## src/rtl/dmem_arbiter.sv

```systemverilog
// Round-robin two-port front end for the shared data memory: one request in flight,
// one-cycle memory access from registered strobes, one-cycle response pulse to the owner.
module dmem_arbiter #(
  parameter int DM_ADDRESS = 9,
  parameter int DATA_W     = 32
) (
  input  logic                  clk,
  input  logic                  rst_n,
  input  logic                  p0_valid,
  input  logic                  p1_valid,
  output logic                  p0_ready,
  output logic                  p1_ready,
  input  logic                  p0_we,
  input  logic                  p1_we,
  input  logic [DM_ADDRESS-1:0] p0_addr,
  input  logic [DM_ADDRESS-1:0] p1_addr,
  input  logic [DATA_W-1:0]     p0_wdata,
  input  logic [DATA_W-1:0]     p1_wdata,
  input  logic [2:0]            p0_funct3,
  input  logic [2:0]            p1_funct3,
  output logic                  p0_resp_valid,
  output logic                  p1_resp_valid,
  output logic                  p0_resp_err,
  output logic                  p1_resp_err,
  output logic [DATA_W-1:0]     resp_rdata,
  output logic                  mem_MemRead,
  output logic                  mem_MemWrite,
  output logic [DM_ADDRESS-1:0] mem_a,
  output logic [DATA_W-1:0]     mem_wd,
  output logic [2:0]            mem_Funct3,
  input  logic [DATA_W-1:0]     mem_rd
);
  typedef enum logic [1:0] {IDLE, ACCESS, RESP} state_t;

  typedef struct packed {
    logic                  we;
    logic [DM_ADDRESS-1:0] addr;
    logic [DATA_W-1:0]     wdata;
    logic [2:0]            funct3;
    logic                  owner;
    logic                  err;
  } req_t;

  state_t                state, nstate;
  req_t                  req, in_req;
  logic                  ptr, gnt_any, gnt_p1;
  logic [DATA_W-1:0]     rdata_q;
  logic                  rd_q, wr_q;
  logic [DM_ADDRESS-1:0] a_q;
  logic [DATA_W-1:0]     wd_q;
  logic [2:0]            f3_q;

  function automatic logic legal(input logic we, input logic [1:0] lsb, input logic [2:0] f3);
    case (f3)
      3'b000:  legal = 1'b1;
      3'b001:  legal = ~lsb[0];
      3'b010:  legal = (lsb == 2'b00);
      3'b100:  legal = ~we;
      default: legal = 1'b0;
    endcase
  endfunction

  assign gnt_any = p0_valid | p1_valid;
  assign gnt_p1  = p1_valid & (~p0_valid | ptr);

  always_comb begin
    in_req.we     = gnt_p1 ? p1_we     : p0_we;
    in_req.addr   = gnt_p1 ? p1_addr   : p0_addr;
    in_req.wdata  = gnt_p1 ? p1_wdata  : p0_wdata;
    in_req.funct3 = gnt_p1 ? p1_funct3 : p0_funct3;
    in_req.owner  = gnt_p1;
    in_req.err    = ~legal(in_req.we, in_req.addr[1:0], in_req.funct3);
  end

  always_ff @(posedge clk or negedge rst_n)
    if (!rst_n) state <= IDLE;
    else        state <= nstate;

  always_comb begin
    nstate = state;
    case (state)
      IDLE:    if (gnt_any) nstate = in_req.err ? RESP : ACCESS;
      ACCESS:  nstate = RESP;
      RESP:    nstate = IDLE;
      default: nstate = IDLE;
    endcase
  end

  // Strobes and memory payload are flops so they stay glitch-free across the falling-edge write.
  always_ff @(posedge clk or negedge rst_n) begin
    if (!rst_n) begin
      req     <= '0;
      ptr     <= 1'b0;
      rdata_q <= '0;
      rd_q    <= 1'b0;
      wr_q    <= 1'b0;
      a_q     <= '0;
      wd_q    <= '0;
      f3_q    <= '0;
    end else begin
      if (state == IDLE && gnt_any) begin
        req     <= in_req;
        ptr     <= ~gnt_p1;
        rdata_q <= '0;
        if (!in_req.err) begin
          rd_q <= ~in_req.we;
          wr_q <= in_req.we;
          a_q  <= in_req.addr;
          wd_q <= in_req.wdata;
          f3_q <= in_req.funct3;
        end
      end
      if (state == ACCESS) begin
        rd_q    <= 1'b0;
        wr_q    <= 1'b0;
        rdata_q <= req.we ? '0 : mem_rd;
      end
    end
  end

  // Ready is gated by rst_n so it reads 0 while reset is held even with valids high.
  always_comb begin
    p0_ready      = rst_n & (state == IDLE) & gnt_any & ~gnt_p1;
    p1_ready      = rst_n & (state == IDLE) & gnt_p1;
    p0_resp_valid = (state == RESP) & ~req.owner;
    p1_resp_valid = (state == RESP) &  req.owner;
    p0_resp_err   = p0_resp_valid & req.err;
    p1_resp_err   = p1_resp_valid & req.err;
    resp_rdata    = (state == RESP) ? rdata_q : '0;
  end

  assign mem_MemRead  = rd_q;
  assign mem_MemWrite = wr_q;
  assign mem_a        = a_q;
  assign mem_wd       = wd_q;
  assign mem_Funct3   = f3_q;
endmodule

```

## config.mk

```make
export PLATFORM = sky130hd
export DESIGN_NAME = dmem_arbiter
export DESIGN_NICKNAME = d
export VERILOG_FILES = /design/src/rtl/dmem_arbiter.sv
export SDC_FILE = /design/constraint.sdc
export NUM_CORES = 1
export LEC_CHECK = 0
export ABC_AREA = 1
export ABC_CLOCK_PERIOD_IN_PS = 1930
export BUFFER_PORTS_ARGS = -buffer_cell sky130_fd_sc_hd__buf_2
export CAP_MARGIN = 40
export CORE_UTILIZATION = 40
export CTS_CLUSTER_SIZE = 25
export DETAILED_ROUTE_END_ITERATION = 16
export PLACE_DENSITY = 0.8
export SETUP_SLACK_MARGIN = 0.02
export SYNTH_ARGS = -nofsm -noshare
export SYNTH_HDL_FRONTEND = slang
export SYNTH_SLANG_ARGS = --single-unit
```

## constraint.sdc

```tcl
create_clock -name clk -period 1.93 [get_ports clk]
set_clock_uncertainty 0.2 [all_clocks]
set_input_delay 0.0965 -clock clk [delete_from_list [all_inputs] [get_ports clk]]
set_output_delay 0.0965 -clock clk [all_outputs]
set_load 0.05 [all_outputs]
```

==> flow_summary_export.csv, run 1 <==
group,metric,value,unit
synth,ys_top_cells_by_area,"dfrtp_1 (49%), o21ai_2 (9.2%), mux2i_1 (9.1%)",
synth,synth_edf_count,0,
sta,final-setup-viol-count,10,
sta,slew_headroom,0.662,
cells_and_area,fin_area,7410,sq um
synth,syn_inst,447,
sta,rsz0062_at_grt,"yes",
floorplan,die_h,106,um
placement,post_dp_cell_area,5460,sq um
status,violations,"negative setup slack",
synth,synth_mux_area_frac,0.0909,
synth,syn-num-nets,573,
grt,grt_overflow_total,0,
cells_and_area,drive_gt1_frac,0.466,
clock_tree,clkSlewWorstSetupHoldPaths,0.09,ns
status,outcome,"complete, but fails checks",
grt,grt_pass1_vias,4800,
placement,dp.cells,775,
synth,ys_ff_latch,84,
synth,synth.most_common_cell,"dfrtp_1",
sta,fmaxAchievable,514,MHz
route,wl_per_cell,16.5,um
route,drc_errors,0,
synth,synth_area,4300,sq um
sta,worst_slack,-0.0155,ns
grt,track_usage,0.270,
route,first_pass_iters,6,
synth,synth_xor_area_frac,0,
worst_setup_path,start_kind,"flip-flop",
sta,hold_viol_final,0,
floorplan,core.rowCount,37,
route,vias_per_cell,5.04,
placement,port_buffers,209,
clock_tree,cts_sinks,84,
clock_tree,clock_latency,0.34,ns
worst_setup_path,critPathMaxFanout,9,
worst_setup_path,worstPathRequired,1.96,ns
worst_setup_path,critPathCaptureType,"flip-flop",
synth,yosys_most_used_dff,"dfrtp_1",
clock_tree,cts_made_buffers,9,
sta,fin_crit,1.95,ns
synth,synth_commonest_cells,"dfrtp_1 (84), nand2_2 (54), inv_1 (51)",
synth,synthSimpleGateAreaFrac,0.196,
worst_setup_path,critPathArrivalTime,1.98,ns
sta,report.final.slew_viol_count,0,
floorplan,start_util,0.414,
grt,antenna_found_initial,0,
synth,synth_top_area_cell,"dfrtp_1",
route,ant_nets,0,
power,p_per_area,1300,nW/um^2
synth,async_reset_ff_frac,1.00,
synth,avgSynthCellArea,9.61,sq um
route,vias,4724,
flow_run,drv_cap,0,
grt,grt_max_degree,47,
cells_and_area,multi_input_area,1890,sq um
placement,routabilityCongestion,0.801,
cells_and_area,finalNetCount,922,
synth,synth-compound-area-share,0.134,
cells_and_area,num-fill-cells,672,
sta,tightestPinTransition,0.507,ns
power,peakVddDrop,0.000745,V
cells_and_area,finalNonFillerCells,937,
synth,yosysUniqueCellTypes,23,
grt,grt_first_pass_wirelength,23.3,mm
cells_and_area,area_growth_syn_to_layout,72.4,%
floorplan,core,10400,sq um
synth,synth_top_family_by_area,"simple AND/OR/NAND/NOR gates",
min_path,holdCritPathClass,"in2reg",
route,drt_wl_total,15.4,mm
route,drtIter0Drc,162,
clock_tree,cts_buffer_depth,2,
clock_tree,cts_tree,"yes",
floorplan,die-area,11200,sq um
cells_and_area,antenna_cells,0,
floorplan,die_x,106,um
placement,hpwl,7.39,mm
worst_setup_path,crit_type,"reg2reg",
synth,synthAdderAreaFrac,0,
synth,ys_seq_area_frac,0.489,
floorplan,io_pins,210,
clock_tree,htreeDepth,3,
cells_and_area,regArea,2100,sq um
synth,yosysTopAreaCellShare,0.489,
clock_tree,clockRootBuffer,"clkbuf_8",
synth,ys.warnings.count,0,
power,p_leak,3.80,nW
sta,period_share,1.01,
## logic make-up (layout without fill, tap and decap cells)
kind of cell | Yosys count | count (layout)
AOI/OAI and AO/OA | 81 | 81
buffers and inverters | 79 | 433
DFF | 84 | 84
muxes | 39 | 39
and+or+nand+nor | 164 | 164
## layout by cell type (no fill, tap or decap), types with 6 or more instances in the layout
cell type and count:
buf_4 20, dlygate4sd3_1 122, nand3_1 35, inv_1 50
nand2_2 54, dfrtp_1 84, o21ai_2 45, clkbuf_8 10
buf_2 198, buf_16 6, mux2i_1 35, o21ai_0 33
nor2_1 43, nand2_1 16
## flip-flops by register name, summed over array words and instances (netlist names)
signal and cells:
rdata_q 32, mem_Funct3 3, ptr 1, mem_wd 32, mem_MemWrite 1, mem_a 9
mem_MemRead 1, state 2, req 3
## layer usage
layer / share of wire / vias up / GRT usage
met1: 0.37 / 2222 / 0.288
met3: 0.073 / 82 / 0.0544
met5: 0 / - / 0
li1: - / 2151 / -
met4: 0.056 / 0 / 0.169
met2: 0.50 / 269 / 0.489
## repair_timing
item | 4_1_cts | 5_1_grt
resized for setup | 20 | 29
cloned | 6 | 3
buffers inserted | 8 | 8
hold buffers | 122 | 0
endpoints found under the setup margin | 81 | 88
hold endpoints to repair | 115 | 0
pin swaps | 2 | 7
## power by group
| group | total, mW | internal (mW) | switching [mW] |
|---|---|---|---|
| Combinational | 5.31 | 1.67 | 3.63 |
| Clock | 1.63 | 1.03 | 0.602 |
| Sequential | 2.71 | 2.33 | 0.386 |
| Total | 9.65 | 5.03 | 4.62 |
## path summary, 6_finish.rpt
kind | slack, ns | from | cells after the start | endpoint
min reg2reg | 0.29 | mem_Funct3[2] | 2 | mem_Funct3[2]
min in group asynchronous | 0.19 | rst_n | 3 | mem_wd[29]
min | 0.03 | p0_valid | 4 | req[1]
max | -0.02 | ptr | 13 | mem_wd[12]
max in group asynchronous | 0.72 | rst_n | 4 | mem_wd[24]
max reg2reg | -0.02 | ptr | 13 | mem_wd[12]
## per-stage QoR
stage          TNS (ns)  setup WS, ns  utilization  hold slack (ns)  total power [mW]
3_3_place_gp          0        0.0235        0.525            0.133              7.12
3_5_place_dp      -2.00       -0.0525        0.527        -0.000692              7.23
2_1_floorplan    -0.104       -0.0519            -           -0.399              6.17
4_1_cts               0       0.00849        0.697           0.0120              9.38
6_report        -0.0710       -0.0155        0.714           0.0287              9.65
5_1_grt           -3.65        -0.104        0.714           0.0566              10.1
## layout make-up
| class | count | share of cell area |
|---|---|---|
| repair inverters | 1 | 0.00101 |
| flip-flops and latches | 84 | 0.284 |
| clock inverters | 4 | 0.0162 |
| multi-input cells | 284 | 0.255 |
| repair buffers | 363 | 0.374 |
| clock buffers | 12 | 0.0196 |
| inverters | 53 | 0.0274 |
| well taps | 136 | 0.0230 |
## critical path: stages, from the launching register on
cell and delay, ns:
dfrtp_1 0.38, inv_2 0.09, nand2_4 0.07, nand2_4 0.10
buf_6 0.14, nand2_2 0.06, nand2_2 0.07, nand2_2 0.05
nand2_2 0.07, nand4_4 0.13, buf_8 0.19, buf_16 0.15
nand2_2 0.06, o21ai_2 0.06
No activity file was read; power rests on OpenSTA's default activity.
==> inputs of run 2 (changes only) <==
- ABC_CLOCK_PERIOD_IN_PS: 1930 -> 2100
- CAP_MARGIN: 40 -> not set
- GPL_TIMING_DRIVEN: not set -> 0
- PLACE_DENSITY: 0.8 -> 0.77
- clock period: 1.93 -> 2.1 ns (I/O delays scaled with it)
==> run 2 against run 1 <==
The run now ends clean. Via count shrank 0.51%. Sequential share of layout area up 0.13 points. Flip-flop and latch count is the same. Combinational power down 10%. Die area did not move. Utilization is 0.33 points lower. Routed wire length shrank 0.43%. Critical path depth shrank 3. Largest power group unchanged.
==> flow_summary_export.csv, run 2 (synthesis results as in run 1) <==
group,metric,value,unit
worst_setup_path,crit_type,"in2out",
grt,grt_overflow_total,0,
worst_setup_path,cp_num_buf_inv,9,
route,drt_wl_total,15.4,mm
power,power.switching,4.21,mW
floorplan,die_x,106,um
sta,hold_viol_final,0,
sta,slew_headroom,0.703,
placement,dp_slack,0.0475,ns
grt,grt_first_pass_wirelength,23.6,mm
route,wl_per_cell,16.3,um
worst_setup_path,critPathMaxFanout,2,
placement,routabilityCongestion,0.767,
cells_and_area,num-fill-cells,702,
clock_tree,clockRootBuffer,"clkbuf_8",
cells_and_area,finalNetCount,933,
sta,report.final.slew_viol_count,0,
worst_setup_path,crit_cells,10,
worst_setup_path,path_common_cell,"buf_16",
placement,post_dp_cell_area,5540,sq um
power,p_comb_frac,0.566,
worst_setup_path,path_cells,"dlygate4sd3_1, buf_4, buf_16, buf_16, buf_16, buf_16, buf_12, inv_2, nor2_1, buf_4",
worst_setup_path,worstPathRequired,1.79,ns
power,p_sw_frac,0.501,
cells_and_area,final_common_cell,"buf_2",
clock_tree,cts_sinks,84,
sta,period_share,0.967,
cells_and_area,fin_area,7370,sq um
route,first_pass_iters,4,
grt,track_usage,0.271,
min_path,holdCritPathClass,"in2reg",
floorplan,start_util,0.414,
floorplan,die_h,106,um
worst_setup_path,critPathCaptureType,"output port",
worst_setup_path,r2r_cells,13,
cells_and_area,area_growth_syn_to_layout,71.7,%
route,drtIter0Drc,189,
grt,grt_max_degree,43,
route,vias,4700,
placement,port_buffers,209,
worst_setup_path,start_kind,"primary input",
floorplan,core.rowCount,37,
clock_tree,clkSlewWorstSetupHoldPaths,0.07,ns
clock_tree,cts_tree,"yes",
sta,rsz0062_at_grt,"yes",
route,ant_nets,0,
floorplan,core,10400,sq um
power,peakVddDrop,0.000633,V
clock_tree,cts_buffer_depth,2,
sta,worst_slack,0.0685,ns
route,drc_errors,0,
floorplan,die-area,11200,sq um
clock_tree,cts_made_buffers,9,
worst_setup_path,crit_family,"buffers and inverters",
power,p_per_area,1140,nW/um^2
cells_and_area,antenna_cells,0,
sta,fmaxAchievable,492,MHz
sta,fin_crit,2.03,ns
sta,whs,0.0356,ns
cells_and_area,drive_gt1_frac,0.451,
min_path,holdPathStages,4,
status,outcome,"finished clean",
floorplan,io_pins,210,
route,vias_per_cell,4.97,
worst_setup_path,critPathArrivalTime,1.73,ns
flow_run,drv_cap,0,
power,seq_power_share,0.297,
grt,antenna_found_initial,0,
grt,grt_pass1_vias,4899,
clock_tree,htreeDepth,3,
worst_setup_path,slowest_stage,"dlygate4sd3_1",
clock_tree,clock_latency,0.35,ns
sta,tightestPinTransition,0.445,ns
sta,final-setup-viol-count,0,
power,intPower,4.19,mW
power,p_leak,3.81,nW
power,pwr-share-clk,0.137,
worst_setup_path,cp_slowest_stage_delay,0.54,ns
placement,hpwl,8.64,mm
cells_and_area,most-common-layout-cells,"buf_2 (208), dlygate4sd3_1 (124), dfrtp_1 (84)",
==> run 2: power by group through the flow <==
stage	Sequential (mW)	Combinational, mW	Clock [mW]
finish	2.49	4.76	1.15
global route	2.55	5.02	1.25
CTS	2.46	4.50	1.18
detailed placement	2.49	4.24	0
global placement	2.46	4.16	0
floorplan	3.87	1.79	0
==> run 2: layout make-up <==
| cell class | count | area [sq um] | share of cell area |
|---|---|---|---|
| Inverter | 53 | 199 | 0.0270 |
| Sequential cell | 84 | 2100 | 0.285 |
| Multi-Input combinational cell | 285 | 1870 | 0.254 |
| Tap cell | 136 | 170 | 0.0231 |
| Buffer | 26 | 228 | 0.0309 |
| Timing Repair Buffer | 348 | 2610 | 0.354 |
| Clock buffer | 12 | 155 | 0.0210 |
| Clock inverter | 2 | 35.0 | 0.00475 |
==> run 2: per-layer routing <==
| layer | vias up | GRT usage | wire length [um] |
|---|---|---|---|
| li1 | 2168 | - | - |
| met1 | 2225 | 0.301 | 5880 |
| met2 | 255 | 0.483 | 7730 |
| met3 | 52 | 0.0588 | 1110 |
| met4 | 0 | 0.149 | 663 |
| met5 | - | 0 | 0 |
==> run 2: worst paths after layout <==
path | start | endpoint | slack [ns]
max reg2reg | ptr | mem_wd[7] | 0.10
min reg2reg | mem_wd[25] | mem_wd[25] | 0.29
min in group asynchronous | rst_n | mem_a[1] | 0.57
min | p1_funct3[2] | mem_Funct3[2] | 0.04
max | rst_n | p0_ready | 0.07
max in group asynchronous | rst_n | mem_wd[26] | 0.31
==> run 2: through the flow <==
stage	util	setup TNS, ns	instances	power [mW]
final	0.711	0	946	8.41
after global placement	0.532	-1.05	792	6.62
after CTS	0.690	0	938	8.14
after detailed placement	0.534	0	793	6.72
after global routing	0.711	-0.00265	946	8.82
after floorplan	-	0	447	5.66
==> run 2: worst min-delay path, stage by stage <==
cell and delay (ns):
buf_2 0.08, nand3b_1 0.15, nand2_4 0.08, o21ai_2 0.12
==> run 2: timing repair <==
item,in CTS,in global routing
endpoints found under the setup margin,24,108
cloned,0,4
hold endpoints to repair,122,0
hold buffers,131,0
buffers inserted,0,4
gates resized for setup,8,24
pin swaps,0,5
==> inputs of run 3 (changes only) <==
- REMOVE_ABC_BUFFERS: not set -> 1
==> run 3 against run 2 <==
Clock power rose by 9.6%. Worst hold slack better by 0.048 ns. Design area is 3.3% lower. Die area unchanged. Global-route usage decreased by 0.58 points. Flip-flop and latch count is the same. Fmax is 0.29% higher. Combinational power is 2% lower. Total power grew 0.32%. First-iteration DRC count up 130%. Sequential power about the same. Critical path type is now reg2reg. Largest cell class unchanged. Highest routed layer unchanged.
==> flow_summary_export.csv, run 3 (synthesis results as in run 1) <==
group,metric,value,unit
min_path,holdCritPathClass,"in2async",
floorplan,io_pins,210,
sta,tightestPinTransition,1.01,ns
worst_setup_path,worstSetupStartpoint,"ptr",
sta,final-setup-viol-count,0,
cells_and_area,num-fill-cells,710,
placement,routabilityCongestion,0.811,
route,vias,4655,
cells_and_area,drive_gt1_frac,0.447,
cells_and_area,antenna_cells,0,
worst_setup_path,cp_slowest_stage_delay,0.62,ns
clock_tree,clkSlewWorstSetupHoldPaths,0.09,ns
worst_setup_path,critPathMaxFanout,3,
flow_run,drv_cap,0,
placement,hpwl,7.67,mm
route,drc_errors,0,
grt,antenna_found_initial,0,
worst_setup_path,cp-endpoint,"mem_MemWrite",
power,p_leak,3.69,nW
floorplan,start_util,0.414,
clock_tree,clock_latency,0.35,ns
route,first_pass_iters,5,
power,pwr-share-clk,0.150,
cells_and_area,final_common_cell,"buf_2",
power,peakVddDrop,0.000846,V
worst_setup_path,critPathCaptureType,"flip-flop",
worst_setup_path,slowest_stage,"dlygate4sd3_1",
power,p_comb_frac,0.554,
clock_tree,cts_sinks,84,
clock_tree,cts_tree,"yes",
cells_and_area,finalNonFillerCells,925,
clock_tree,htreeDepth,3,
sta,report.final.slew_viol_count,0,
floorplan,core.rowCount,37,
sta,fin_crit,2.03,ns
worst_setup_path,r2r-start,"ptr",
placement,port_buffers,209,
clock_tree,cts_made_buffers,9,
worst_setup_path,start_kind,"flip-flop",
route,drt_wl_total,15.2,mm
grt,grt_max_degree,45,
power,seq_power_share,0.296,
route,drtIter0Drc,434,
floorplan,die_h,106,um
worst_setup_path,r2r_cells,7,
route,vias_per_cell,5.03,
sta,hold_viol_final,0,
sta,slew_headroom,0.326,
grt,grt_overflow_total,0,
cells_and_area,most-common-layout-cells,"buf_2 (207), dlygate4sd3_1 (123), dfrtp_1 (83)",
floorplan,die_x,106,um
grt,track_usage,0.265,
worst_setup_path,reg2reg_to,"mem_MemWrite",
status,outcome,"finished clean",
grt,grt_first_pass_wirelength,23.1,mm
power,power.switching,4.23,mW
cells_and_area,finish.utilization,0.688,
clock_tree,cts_buffer_depth,2,
sta,whs,0.0833,ns
worst_setup_path,crit_type,"reg2reg",
worst_setup_path,worstPathRequired,2.19,ns
worst_setup_path,path_common_cell,"nand2_1",
worst_setup_path,reg2reg_slack,0.07,ns
worst_setup_path,path_cells,"inv_2, a21boi_1, nand2_1, nand2_1, dlygate4sd3_1, nand4_1, nand2_1",
placement,dp.cells,770,
route,ant_nets,0,
cells_and_area,area_growth_syn_to_layout,66.0,%
power,p_sw_frac,0.502,
power,intPower,4.20,mW
sta,setup_tns,0,ns
floorplan,die-area,11200,sq um
sta,fmaxAchievable,494,MHz
clock_tree,clockRootBuffer,"clkbuf_8",
cells_and_area,finalNetCount,911,
sta,period_share,0.965,
worst_setup_path,critPathArrivalTime,2.12,ns
floorplan,core,10400,sq um
power,p_per_area,1180,nW/um^2
route,wl_per_cell,16.4,um
power,total_power,8.43,mW
grt,grt_pass1_vias,4754,
==> run 3: cell count changes in the layout (fill, tap and decap cells not counted), moves of 3 or more <==
cell / delta
clkbuf_1: -8
buf_12: -5
buf_6: -5
buf_4: +3
clkbuf_4: -3
nand2_2: -3
==> run 3: worst min-delay path by stage <==
| stage | start | to | cells past startpoint | slack (ns) |
|---|---|---|---|---|
| floorplan | rst_n | mem_Funct3[0] | 0 | -0.39 |
| global placement | mem_rd[21] | rdata_q[21] | 3 | 0.14 |
| detailed placement | rst_n | rdata_q[13] | 1 | -0.07 |
| CTS | p0_valid | req[1] | 4 | 0.03 |
| global route | rst_n | rdata_q[13] | 3 | 0.08 |
| finish | rst_n | rdata_q[13] | 3 | 0.08 |
==> run 3: cell type report <==
class / count / area [sq um] / area share
Timing Repair Buffer: 349 / 2540 / 0.356
Clock buffer: 11 / 141 / 0.0198
Sequential cell: 84 / 2100 / 0.295
Clock inverter: 4 / 73.8 / 0.0104
Tap cell: 136 / 170 / 0.0239
Timing Repair inverter: 1 / 7.51 / 0.00105
Multi-Input combinational cell: 287 / 1890 / 0.266
Inverter: 53 / 203 / 0.0284
==> run 3: critical path: cells and delay by family, from the launching register on <==
| family | cells | cell delay [ns] |
|---|---|---|
| AO/OA/AOI/OAI | 1 | 0.26 |
| AND/OR/NAND/NOR | 4 | 0.47 |
| buffers and inverters | 2 | 0.69 |
| flip-flops | 1 | 0.35 |
==> run 3: stage by stage <==
stage / setup slack, ns / cell area (sq um)
floorplan: -1.56 / 4110
global placement: -2.21 / 5330
detailed placement: -1.04 / 5420
CTS: 0.0448 / 6960
global route: -0.0223 / 7130
finish: 0.0743 / 7130
==> run 3: power by group through the flow <==
stage | Sequential (mW) | Clock [mW] | Combinational, mW
after global placement | 2.46 | 0 | 3.98
after detailed placement | 2.49 | 0 | 4.11
after global routing | 2.55 | 1.36 | 4.91
after CTS | 2.47 | 1.30 | 4.39
after floorplan | 3.87 | 0 | 1.67
final | 2.49 | 1.26 | 4.68
==> run 3: routing by layer <==
layer  track usage  vias up  share of wire
li1              -     2122              -
met1         0.315     2183           0.40
met2         0.443      291           0.48
met3        0.0563       59          0.081
met4         0.157        0          0.042
met5             0        -              0
==> run 3: timing repair <==
action / CTS / global route
endpoints found under the hold margin: 163 / 0
hold buffers: 124 / 0
cloned: 2 / 5
setup buffers: 3 / 6
resized for setup: 6 / 9
pin swaps: 2 / 1
setup endpoints to repair: 103 / 67
